[config.mk]
export PLATFORM = sky130hd
export DESIGN_NAME = bit_serializer_flat
export DESIGN_NICKNAME = d
export VERILOG_FILES = /design/src/rtl/bit_serializer_if.sv /design/src/rtl/bit_serializer.sv /design/src/flat_wrapper.sv
export SDC_FILE = /design/constraint.sdc
export NUM_CORES = 1
export LEC_CHECK = 0
export CAP_MARGIN = 5
export CORE_MARGIN = 2
export CORE_UTILIZATION = 30
export DETAILED_ROUTE_END_ITERATION = 10
export GPL_ROUTABILITY_DRIVEN = 0
export PLACE_DENSITY = 0.46
export SLEW_MARGIN = 0
export SYNTH_ARGS = -nofsm -noshare
export SYNTH_HDL_FRONTEND = slang
export SYNTH_SLANG_ARGS = --single-unit
[constraint.sdc]
create_clock -name clk -period 4.8 [get_ports clk]
set_input_delay 1.44 -clock clk [delete_from_list [all_inputs] [get_ports clk]]
set_output_delay 1.44 -clock clk [all_outputs]
set_load 0.01 [all_outputs]
[src/rtl/bit_serializer_if.sv]
// Parallel-in / serial-out bus between a word source and the bit serializer.
// The master modport belongs to the word source; slave belongs to the serializer.
interface bit_serializer_if #(
    parameter int WIDTH = 8
);
    logic [WIDTH-1:0] din;
    logic             din_valid;
    logic             din_ready;
    logic             ser_out;
    logic             ser_valid;
    logic             ser_first;
    logic             ser_last;
    logic             busy;

    modport master (
        output din, din_valid,
        input  din_ready, ser_out, ser_valid, ser_first, ser_last, busy
    );

    modport slave (
        input  din, din_valid,
        output din_ready, ser_out, ser_valid, ser_first, ser_last, busy
    );
endinterface

[src/rtl/bit_serializer.sv]
// Word-to-bit serializer: first bit appears 1 cycle after acceptance, one bit per cycle after that.
// One-word holding register lets the next word follow with no gap; din_ready drops while it is full.
module bit_serializer #(
    parameter int WIDTH     = 8,
    parameter bit MSB_FIRST = 1'b1,
    parameter bit IDLE_BIT  = 1'b0
) (
    input  logic             clk,
    input  logic             reset,
    bit_serializer_if.slave  bus
);
    localparam int                CNT_W = $clog2(WIDTH);
    localparam logic [CNT_W-1:0] LAST  = CNT_W'(WIDTH - 1);

    typedef enum logic {IDLE, SHIFT} state_t;

    state_t           state_q;
    logic [WIDTH-1:0] shift_q;
    logic [WIDTH-1:0] hold_q;
    logic             hold_full_q;
    logic [CNT_W-1:0] cnt_q;

    logic             xfer;
    logic             at_last;
    logic [WIDTH-1:0] shift_adv;

    // Ready depends only on registered state, never on din_valid.
    assign bus.din_ready = ~hold_full_q & ~reset;
    assign xfer          = bus.din_valid & bus.din_ready;
    assign at_last       = (cnt_q == LAST);
    assign shift_adv     = MSB_FIRST ? (shift_q << 1) : (shift_q >> 1);

    always_ff @(posedge clk or posedge reset) begin
        if (reset) begin
            state_q     <= IDLE;
            shift_q     <= '0;
            hold_q      <= '0;
            hold_full_q <= 1'b0;
            cnt_q       <= '0;
        end else begin
            case (state_q)
                IDLE: begin
                    if (xfer) begin
                        shift_q <= bus.din;
                        cnt_q   <= '0;
                        state_q <= SHIFT;
                    end
                end
                SHIFT: begin
                    if (at_last) begin
                        cnt_q <= '0;
                        // Refill on the last-bit edge so consecutive words run without a bubble.
                        if (hold_full_q) begin
                            shift_q     <= hold_q;
                            hold_full_q <= 1'b0;
                        end else if (xfer) begin
                            shift_q <= bus.din;
                        end else begin
                            shift_q <= shift_adv;
                            state_q <= IDLE;
                        end
                    end else begin
                        shift_q <= shift_adv;
                        cnt_q   <= cnt_q + 1'b1;
                        if (xfer) begin
                            hold_q      <= bus.din;
                            hold_full_q <= 1'b1;
                        end
                    end
                end
                default: state_q <= IDLE;
            endcase
        end
    end

    assign bus.ser_valid = (state_q == SHIFT);
    assign bus.ser_out   = (state_q == SHIFT)
                         ? (MSB_FIRST ? shift_q[WIDTH-1] : shift_q[0])
                         : IDLE_BIT;
    assign bus.ser_first = (state_q == SHIFT) && (cnt_q == '0);
    assign bus.ser_last  = (state_q == SHIFT) && at_last;
    assign bus.busy      = (state_q == SHIFT) || hold_full_q;
endmodule

[src/flat_wrapper.sv]
// flat-port wrapper written by rule: the top's interface ports become plain ports
module bit_serializer_flat 
#(
    parameter int WIDTH     = 8,
    parameter bit MSB_FIRST = 1'b1,
    parameter bit IDLE_BIT  = 1'b0
)
  (clk, reset, bus_din, bus_din_valid, bus_din_ready, bus_ser_out, bus_ser_valid, bus_ser_first, bus_ser_last, bus_busy);
  bit_serializer_if #(.WIDTH(WIDTH)) bus_i ();
  input  logic clk;
  input  logic reset;
  input wire logic [$bits(bus_i.din)-1:0] bus_din;
  input wire logic [$bits(bus_i.din_valid)-1:0] bus_din_valid;
  output wire logic [$bits(bus_i.din_ready)-1:0] bus_din_ready;
  output wire logic [$bits(bus_i.ser_out)-1:0] bus_ser_out;
  output wire logic [$bits(bus_i.ser_valid)-1:0] bus_ser_valid;
  output wire logic [$bits(bus_i.ser_first)-1:0] bus_ser_first;
  output wire logic [$bits(bus_i.ser_last)-1:0] bus_ser_last;
  output wire logic [$bits(bus_i.busy)-1:0] bus_busy;
  assign bus_i.din = bus_din;
  assign bus_i.din_valid = bus_din_valid;
  assign bus_din_ready = bus_i.din_ready;
  assign bus_ser_out = bus_i.ser_out;
  assign bus_ser_valid = bus_i.ser_valid;
  assign bus_ser_first = bus_i.ser_first;
  assign bus_ser_last = bus_i.ser_last;
  assign bus_busy = bus_i.busy;
  bit_serializer #(.WIDTH(WIDTH), .MSB_FIRST(MSB_FIRST), .IDLE_BIT(IDLE_BIT)) u_core (.clk(clk), .reset(reset), .bus(bus_i));
endmodule
==> results of run 1 <==
[kinds of logic (layout without fill, tap and decap cells)]
kind of cell | count (synthesis) | after routing
and+or+nand+nor | 43 | 43
AOI/OAI and AO/OA | 27 | 27
DFF | 21 | 21
buffers and inverters | 11 | 24
muxes | 8 | 8
adders and majority gates | 3 | 3
[cell usage in the layout, fill, tap and decap left out]
cell type and n:
and2b_1 1, and2_1 2, a211oi_1 8, or2_2 1
inv_1 4, a32oi_1 1, clkdlybuf4s50_1 16, nor3_1 2
o21ai_0 3, or2b_1 1, nor2b_1 1, or3_2 3
clkbuf_8 3, o2111ai_1 4, a31oi_1 5, or3_1 1
o21a_2 1, nor3b_4 1, nor2_1 4, nand2_2 1
nor3b_1 1, a21oi_1 1, ha_1 3, o31ai_1 1
nand2b_1 3, and2_2 4, o22ai_1 2, o211ai_1 1
nand3_1 2, clkbuf_1 1, mux2_2 8, nand2_1 15
dfrtp_1 21
[critical path, stage by stage]
cell and delay [ns]:
clkdlybuf4s50_1 0.49, nor2_1 0.17, clkdlybuf4s50_1 0.56
[metal layers]
metal  wire length (µm)  track usage
met4                 16       0.0383
met5                  0            0
met2               1190        0.222
met1               1200        0.173
met3                 67       0.0170
[how the worst min path moves through the flow]
stage	startpoint	to	slack, ns	depth (start not counted)
global placement	u_core.hold_q[0]	u_core.shift_q[0]	0.47	2
finish	u_core.hold_q[0]	u_core.shift_q[0]	0.49	2
global route	u_core.hold_q[4]	u_core.hold_q[4]	0.53	1
CTS	u_core.hold_q[0]	u_core.shift_q[0]	0.49	2
detailed placement	u_core.hold_q[0]	u_core.shift_q[0]	0.48	2
floorplan	u_core.hold_q[0]	u_core.shift_q[0]	0.45	2
[cell type report]
type | count | area [µm²]
timing repair buffer | 16 | 160
inverter | 4 | 15.0
sequential | 21 | 526
clock buffer | 4 | 45.0
multi-input combinational | 81 | 561
fill | 395 | 2320
tap | 48 | 60.1
[power breakdown]
group	switching [mW]	total [mW]	internal (mW)
registers	0.0977	0.363	0.265
logic	0.141	0.315	0.173
clock network	0.0556	0.115	0.0591
[state kept, by name (all words and copies together) (netlist names)]
register,cells
u_core.bus.ser_valid,1
u_core.cnt_q,3
u_core.hold_full_q,1
u_core.hold_q,8
u_core.shift_q,8
[per-stage QoR]
step / cell area (µm²) / hold WS, ns / total power, mW / std cells
final: 1370 / 0.491 / 0.792 / 174
after CTS: 1370 / 0.494 / 0.802 / 174
after global routing: 1370 / 0.527 / 0.877 / 174
after global placement: 1320 / 0.467 / 0.676 / 170
after detailed placement: 1320 / 0.477 / 0.682 / 170
after floorplan: 1150 / 0.454 / 0.587 / 113
==> impl_metrics.ini, run 1 <==
[die]
num_rows = 22
core_area_mm2 = 0.00369
start_util = 0.313
pin_count = 17
die-height_um = 66.0
dieWidth_um = 66.0
die_area_mm2 = 0.00436

[pwr]
ir_worst_vdd_mv = 0.161
powerDensity_mw_per_mm2 = 580
p_leak_nw = 0.554

[yosys]
avgSynthCellArea_um2 = 10.2
yosysTopAreaCell = dfrtp_1
seq_area_frac_synth = 0.455
synth_top_cells_by_count = dfrtp_1 (21), nand2_1 (15), a211oi_1 (8), mux2_2 (8), a31oi_1 (5)
synthTopCellsByArea = dfrtp_1 (46%), mux2_2 (7.8%), a211oi_1 (5.2%)
yosys.area_share.simple = 0.209
netlist.area_leader.share = 0.455
ys.flop_type = dfrtp_1
synthCells = 113
ys_types = 34
syn_area_mm2 = 0.00115
yosysMostFrequentCell = dfrtp_1
ys_ff_latch = 21
synth_top_family_by_area = simple AND/OR/NAND/NOR gates
synth_warnings = 0
synthMuxAreaShare = 0.0780
synth_compound_gate_area_share = 0.166
synth-adder-area-share = 0.0325
syn-num-nets = 127
async_flop_share = 1.00
synth_edf_count = 0
synth_xor_area_frac = 0

[worst_setup_path]
worstSetupPathType = input pin to primary output
crit_end = bus_din_ready
crit_required_ns = 3.36
crit_arrival_ns = 2.67
worstPathMaxFanout = 4
cp-startpoint = reset
r2r_cells = 3
startpoint_type = input pin
worstSetupEndpointType = primary output
r2r_end = u_core.hold_q[6]
r2r_start = u_core.hold_full_q
r2r_setup_slack_ns = 2.85

[global_route]
grt_usage = 0.131
antenna_found_initial = 0
grt_max_degree = 29
grt_pass1_vias = 903
grt_pass1_wl_um = 4420
grt_overflow = 0

[cts]
htree_num_levels = 1
cts_resized = 0
clockBufferDepth = 2
post-cts-setup-buffer-count = 0
numClockSinks = 21
root_buffer = clkbuf_8
clk_pin_slew_ns = 0.07
cts_tree = done
cts_hold_buf = 0
cts_buffers = 3
clock_latency_ns = 0.26

[routing]
wl_per_cell_um = 14.2
drc_errors = 0
vias = 886
antenna_left = 0
vias_per_cell = 5.09
dr.pass1.iters = 4
wl_um = 2470
drt_iter0_drc = 30

[layout]
area_growth_pct = 18.3
diodes = 0
drive_above_1_share = 0.175
nets = 141
utilization = 0.370

[timing]
fin_crit_ns = 4.11
finalSetupViolCount = 0
hold_viol_final = 0
setup_tns_ns = 0
drv_slew = 0
skew_ns = 0.00200
grt_setup_unrepaired = no
fmax_mhz = 244
tightest_slew_ns = 0.845
worst_slack_ns = 0.695
period_share = 0.855
relSlewSlack = 0.436

[flow_run]
cap_violations = 0

[outcome]
outcome = complete, no violations

[place]
dp_slack_ns = 0.692
io_buffers = 16
post-dp-hpwl_um = 1680

[worst_hold_path]
hold_class = register to register
(Power assumes the default switching activity.)
==> run 2: changes to the inputs <==
--- a/config.mk
+++ b/config.mk
@@ -5,13 +5,14 @@
 export SDC_FILE = /design/constraint.sdc
 export NUM_CORES = 1
 export LEC_CHECK = 0
-export CAP_MARGIN = 5
+export ABC_CLOCK_PERIOD_IN_PS = 4800
+export CAP_MARGIN = 0
 export CORE_MARGIN = 2
 export CORE_UTILIZATION = 30
 export DETAILED_ROUTE_END_ITERATION = 10
 export GPL_ROUTABILITY_DRIVEN = 0
 export PLACE_DENSITY = 0.46
-export SLEW_MARGIN = 0
+export SLEW_MARGIN = 25
 export SYNTH_ARGS = -nofsm -noshare
 export SYNTH_HDL_FRONTEND = slang
 export SYNTH_SLANG_ARGS = --single-unit
==> results of run 2 <==
Final layout, timing and power as in run 1 (identical DEF).
